--- src/rtl/sccb_cfg_ctrl.sv ---
// SCCB configuration controller: after power-up, walks a {sub_addr, data} ROM table and
// writes every entry to the sensor as a 3-phase SCCB write, then raises cfg_done.
module sccb_cfg_ctrl #(
    parameter int          CLK_FREQ  = 50000000,
    parameter int          SCCB_FREQ = 100000,
    parameter logic [7:0]  DEV_ID    = 8'h42,
    parameter logic [7:0]  REG_NUM   = 8'd165,
    parameter logic [31:0] PWR_WAIT  = 32'd1000000,
    parameter logic [31:0] RST_WAIT  = 32'd50000,
    parameter int          GAP_Q     = 8
) (
    input  logic        clk,
    input  logic        rst,
    input  logic        start,
    output logic [7:0]  tbl_idx,
    input  logic [15:0] tbl_data,
    output logic        sccb_scl,
    output logic        sccb_sda_o,
    output logic        sccb_sda_oe,
    output logic        busy,
    output logic        cfg_done
);
    localparam int          QDIV     = CLK_FREQ / (4 * SCCB_FREQ);
    localparam logic [31:0] QDIV_M1  = 32'(QDIV - 1);
    localparam logic [7:0]  GAP_LAST = 8'(GAP_Q - 1);

    localparam logic [2:0] S_PWR   = 3'd0;
    localparam logic [2:0] S_FETCH = 3'd1;
    localparam logic [2:0] S_START = 3'd2;
    localparam logic [2:0] S_BITS  = 3'd3;
    localparam logic [2:0] S_STOP  = 3'd4;
    localparam logic [2:0] S_GAP   = 3'd5;
    localparam logic [2:0] S_DONE  = 3'd6;

    logic [2:0]  state_q, state_d;
    logic [31:0] cnt_q, cnt_d;
    logic [7:0]  qtr_q, qtr_d;
    logic [4:0]  slot_q, slot_d;
    logic [7:0]  idx_q, idx_d;
    logic        done_q, done_d;
    logic        xtra_q, xtra_d;
    logic [23:0] sh_q, sh_d;
    logic        swrst_q, swrst_d;
    logic        scl_q, sda_q, oe_q, busy_q;
    logic        tick, gap_end;

    // Slots 8, 17 and 26 are the ACK positions; the bus is released there.
    function automatic logic is_dc(input logic [4:0] slot);
        return (slot == 5'd8) || (slot == 5'd17) || (slot == 5'd26);
    endfunction

    // Bus levels {scl, sda, oe} for a given state / quarter / slot.
    function automatic logic [2:0] bus_drive(input logic [2:0] st, input logic [7:0] qtr,
                                             input logic [4:0] slot, input logic msb);
        logic [2:0] v;
        v = 3'b111;
        case (st)
            S_START: v = (qtr == 8'd0) ? 3'b101 : 3'b001;
            S_BITS: begin
                v[2] = (qtr[1:0] == 2'd1) || (qtr[1:0] == 2'd2);
                v[1] = is_dc(slot) ? 1'b1 : msb;
                v[0] = ~is_dc(slot);
            end
            S_STOP:  v = (qtr == 8'd0) ? 3'b001 : ((qtr == 8'd1) ? 3'b101 : 3'b111);
            default: v = 3'b111;
        endcase
        return v;
    endfunction

    always_comb begin
        state_d = state_q;
        cnt_d   = cnt_q + 32'd1;
        qtr_d   = qtr_q;
        slot_d  = slot_q;
        idx_d   = idx_q;
        done_d  = done_q;
        xtra_d  = xtra_q;
        sh_d    = sh_q;
        swrst_d = swrst_q;
        gap_end = 1'b0;
        tick    = (cnt_q == QDIV_M1);
        case (state_q)
            S_PWR: begin
                if (cnt_q + 32'd1 >= PWR_WAIT) begin
                    state_d = S_FETCH;
                    cnt_d   = '0;
                end
            end
            S_FETCH: begin
                // Second FETCH cycle: the synchronous ROM output now matches tbl_idx.
                if (cnt_q == 32'd1) begin
                    state_d = S_START;
                    cnt_d   = '0;
                    qtr_d   = '0;
                    sh_d    = {DEV_ID, tbl_data};
                    swrst_d = (tbl_data == 16'h1280);
                end
            end
            S_START: begin
                if (tick) begin
                    cnt_d = '0;
                    if (qtr_q == 8'd1) begin
                        state_d = S_BITS;
                        qtr_d   = '0;
                        slot_d  = '0;
                    end else begin
                        qtr_d = qtr_q + 8'd1;
                    end
                end
            end
            S_BITS: begin
                if (tick) begin
                    cnt_d = '0;
                    if (qtr_q == 8'd3) begin
                        qtr_d = '0;
                        if (!is_dc(slot_q)) sh_d = {sh_q[22:0], 1'b0};
                        if (slot_q == 5'd26) state_d = S_STOP;
                        else                 slot_d  = slot_q + 5'd1;
                    end else begin
                        qtr_d = qtr_q + 8'd1;
                    end
                end
            end
            S_STOP: begin
                if (tick) begin
                    cnt_d = '0;
                    if (qtr_q == 8'd2) begin
                        state_d = S_GAP;
                        qtr_d   = '0;
                        xtra_d  = 1'b0;
                    end else begin
                        qtr_d = qtr_q + 8'd1;
                    end
                end
            end
            S_GAP: begin
                // A sensor soft reset needs extra settling time before the next write.
                if (xtra_q) begin
                    if (cnt_q + 32'd1 >= RST_WAIT) gap_end = 1'b1;
                end else if (tick) begin
                    cnt_d = '0;
                    if (qtr_q == GAP_LAST) begin
                        if (swrst_q && (RST_WAIT != 32'd0)) xtra_d  = 1'b1;
                        else                                gap_end = 1'b1;
                    end else begin
                        qtr_d = qtr_q + 8'd1;
                    end
                end
            end
            S_DONE: begin
                cnt_d = '0;
                if (start) begin
                    state_d = S_FETCH;
                    idx_d   = '0;
                    done_d  = 1'b0;
                end
            end
            default: state_d = S_PWR;
        endcase
        if (gap_end) begin
            cnt_d  = '0;
            xtra_d = 1'b0;
            if (idx_q == REG_NUM - 8'd1) begin
                state_d = S_DONE;
                done_d  = 1'b1;
            end else begin
                idx_d   = idx_q + 8'd1;
                state_d = S_FETCH;
            end
        end
    end

    always_ff @(posedge clk or posedge rst) begin
        if (rst) begin
            state_q <= S_PWR;
            cnt_q   <= '0;
            qtr_q   <= '0;
            slot_q  <= '0;
            idx_q   <= '0;
            done_q  <= 1'b0;
            xtra_q  <= 1'b0;
            scl_q   <= 1'b1;
            sda_q   <= 1'b1;
            oe_q    <= 1'b1;
            busy_q  <= 1'b1;
        end else begin
            state_q <= state_d;
            cnt_q   <= cnt_d;
            qtr_q   <= qtr_d;
            slot_q  <= slot_d;
            idx_q   <= idx_d;
            done_q  <= done_d;
            xtra_q  <= xtra_d;
            {scl_q, sda_q, oe_q} <= bus_drive(state_d, qtr_d, slot_d, sh_d[23]);
            busy_q  <= (state_d != S_DONE);
        end
    end

    always_ff @(posedge clk) begin
        sh_q    <= sh_d;
        swrst_q <= swrst_d;
    end

    assign tbl_idx     = idx_q;
    assign sccb_scl    = scl_q;
    assign sccb_sda_o  = sda_q;
    assign sccb_sda_oe = oe_q;
    assign busy        = busy_q;
    assign cfg_done    = done_q;
endmodule

--- config.mk ---
export PLATFORM = sky130hd
export DESIGN_NAME = sccb_cfg_ctrl
export DESIGN_NICKNAME = d
export VERILOG_FILES = /design/src/rtl/sccb_cfg_ctrl.sv
export SDC_FILE = /design/constraint.sdc
export NUM_CORES = 1
export LEC_CHECK = 0
export CAP_MARGIN = 20
export CORE_MARGIN = 3
export CORE_UTILIZATION = 45
export DETAILED_ROUTE_END_ITERATION = 7
export DONT_BUFFER_PORTS = 1
export REMOVE_ABC_BUFFERS = 1
export SKIP_CTS_REPAIR_TIMING = 1
export SLEW_MARGIN = 20
export SYNTH_ARGS = -nofsm -noshare
export SYNTH_HDL_FRONTEND = slang
export SYNTH_SLANG_ARGS = --single-unit
--- constraint.sdc ---
create_clock -name clk -period 4 [get_ports clk]
set_input_delay 0.8 -clock clk [delete_from_list [all_inputs] [get_ports clk]]
set_output_delay 0.8 -clock clk [all_outputs]
set_load 0.05 [all_outputs]
==> results by group <==
Die
  • Initial Util: 0.466
  • Die height: 118 um
  • Die Span X: 118 um
  • I/O Pins: 32
  • Row cnt: 40
  • Core area: 0.0122 mm^2
  • Full die area: 0.0140 mm^2

Power
  • Switching part of the total: 0.207
  • Net switching power: 0.383 mW
  • Power Total: 1.85 mW
  • Clock share of power: 0.501
  • Logic pwr share: 0.008
  • Peak supply drop: 0.000201 V
  • Sequential Power Share: 0.492
  • Power Density: 304 mW/mm^2
  • Pleak: 2.47 nW
  • Pint: 1.47 mW

Global routing
  • Vias in the first global route: 4382
  • Grt ovf: 0
  • GRT Util Overall: 0.196
  • Initial antenna violation count: 0
  • Largest net degree at the start of global routing: 40
  • First-pass GRT wire length: 22400 um

Drt
  • Drt wl/cell: 17.2 um
  • Vias per Instance: 6.02
  • Via count: 4617
  • Drt total wl: 13200 um
  • Routed Antenna Nets: 0
  • DR pass1 iterations: 5
  • DRC: 0
  • Initial drt markers: 509

STA
  • Skew final: 0.00766 ns
  • Minimum clock period: 3.68 ns
  • Min Hold Slack: 0.488 ns
  • Max Slew Vio Count: 0
  • Endpoints failing hold: 0
  • Setup TNS: 0 ns
  • Worst-Margin Slew: 0.807 ns
  • # setup viols final: 0
  • Peak Freq: 272 MHz
  • Rel. slew slack: 0.461
  • RSZ-0062 raised after global routing: no
  • Post-route clock period utilization: 0.921

Clock network
  • Clk sinks: 87
  • Root Buffer Master: clkbuf_16
  • Clk pin slew, worst setup/hold paths: 0.07 ns
  • Total CTS buffers: 9
  • H-tree Lvls: 3
  • Worst-Skew Late Latency: 0.35 ns
  • TritonCTS clock tree: done
  • Worst-case clock buffer depth: 2

Job
  • # Max-Cap Violations: 0

Logic synthesis
  • Async S/R FF share, synth: 0.713
  • Syn_area_per_cell: 9.31 um^2
  • Distinct cells, synth: 84
  • Synth area leader: dfrtp_1
  • Post-synthesis sequential area ratio: 0.405
  • Yosys top cell area share: 0.256
  • Synth area leaders: dfrtp_1 (26%), edfxtp_1 (13%), nand2_1 (3.7%)
  • Primary FF master, synth: dfrtp_1
  • Yosys reg bits: 87
  • Yosys warns: 0
  • Cell area after synthesis: 0.00567 mm^2
  • Post-Syn Instances: 609
  • Number of synthesized flops with an enable pin: 24

Place
  • IO Port Bufs: 0
  • RD Place Congestion: 0.900
  • Detailed-placement wirelength estimate: 9430 um

Final layout
  • Layout area overhead: 7.28%
  • Most common cell after layout, fill and taps aside: dfrtp_1
  • Layout cells sized above 1: 0.124
  • Final net count: 627
  • Most frequent cells in the layout: dfrtp_1 (58), nand2_1 (56), nor2_1 (53)
  • Fin util: 0.500
  • Ant diodes: 0

Critical path
  • CP arrival: 3.96 ns
  • Startpoint Class: flip-flop
  • Crit. End Element: flip-flop
  • CP required: 4.28 ns
  • Worst Path Max Fanout: 30
  • Crit path kind: reg2reg

Hold path
  • Worst Hold Class: in2async

Outcome
  • Status: completed
[sequential cells by signal, indices dropped and copies added (netlist names)]
name,cells
tbl_idx,8
sccb_sda_o,1
cfg_done,1
swrst_q,1
qtr_q,8
xtra_q,1
sccb_sda_oe,1
state_q,3
sccb_scl,1
cnt_q,32
busy,1
sh_q,24
slot_q,5
[final timing paths]
check,startpoint,to,slack [ns],cells past startpoint
max,cnt_q[7],cnt_q[11],0.32,9
min reg2reg,sh_q[16],sh_q[17],0.52,1
min,rst,state_q[2],0.49,1
max reg2reg,cnt_q[7],cnt_q[11],0.32,9
min in group clk,sh_q[16],sh_q[17],0.52,1
max in group asynchronous,rst,sccb_sda_o,2.64,2
[final cells by class]
cell class	count	area (um^2)
fillers	1134	6080
multi-input cells	464	3100
flip-flops and latches	87	2300
clock buffers	9	225
well taps	168	210
clock inverters	7	105
inverters	24	90.1
repair buffers	8	60.1
[critical path, stage by stage (launching register included)]
cell and delay (ns):
dfrtp_1 0.59, nand4_1 0.17, or3_4 0.46, nor3_2 0.50, a41oi_1 0.20, a2111o_1 0.48, or4_4 0.59, nand2_8 0.15
nand2_4 0.25, nor2_1 0.18
[stage by stage]
stage          worst slack [ns]  cells  area, um^2
2_1_floorplan             0.285    575        5470
3_3_place_gp              0.362    751        5750
3_5_place_dp              0.347    751        5750
4_1_cts                   0.327    767        6080
5_1_grt                  0.0765    767        6080
6_report                  0.317    767        6080
[synthesized netlist by cell type (7+ instances only)]
library cell  count
a21o_1            7
a21oi_1          12
a22o_1           16
a31oi_1           8
and2_1           11
and3_1           10
and4_1            8
clkbuf_1         18
dfrtp_1          58
edfxtp_1         24
ha_1             14
inv_1            24
mux2i_1           8
nand2_1          56
nand3_1          28
nand4_1          12
nor2_1           54
nor2_2           10
nor3_1           22
nor4_1           16
o21ai_0          19
or3_1            10
xnor2_1          18
xor2_1           15
[logic make-up (layout without fill, tap and decap cells)]
logic type | count (synthesis) | in the layout | synth area share
AOI/OAI and AO/OA | 125 | 125 | 0.165
xor gates and xnor gates | 33 | 33 | 0.0510
adders and majority gates | 14 | 14 | 0.0309
buffers and inverters | 58 | 48 | 0.0516
DFF | 87 | 87 | 0.405
muxes | 10 | 10 | 0.0181
and+or+nand+nor | 282 | 282 | 0.278
[routing by layer]
layer | GRT usage | wire [um] | up-vias | share of wire
li1 | - | - | 2237 | -
met1 | 0.286 | 6320 | 2214 | 0.48
met2 | 0.283 | 5770 | 147 | 0.44
met3 | 0.0368 | 822 | 19 | 0.062
met4 | 0.0842 | 265 | 0 | 0.020
met5 | 0 | 0 | - | 0
[power groups by stage]
stage	Combinational (mW)	Clock [mW]	Sequential, mW
6_report	0.0144	0.926	0.909
5_1_grt	0.0173	0.993	0.908
4_1_cts	0.0156	0.954	0.909
3_5_place_dp	0.0156	0	0.927
3_3_place_gp	0.0155	0	0.927
2_1_floorplan	0.0106	0	0.927
No activity file was read; power rests on OpenSTA's default activity.
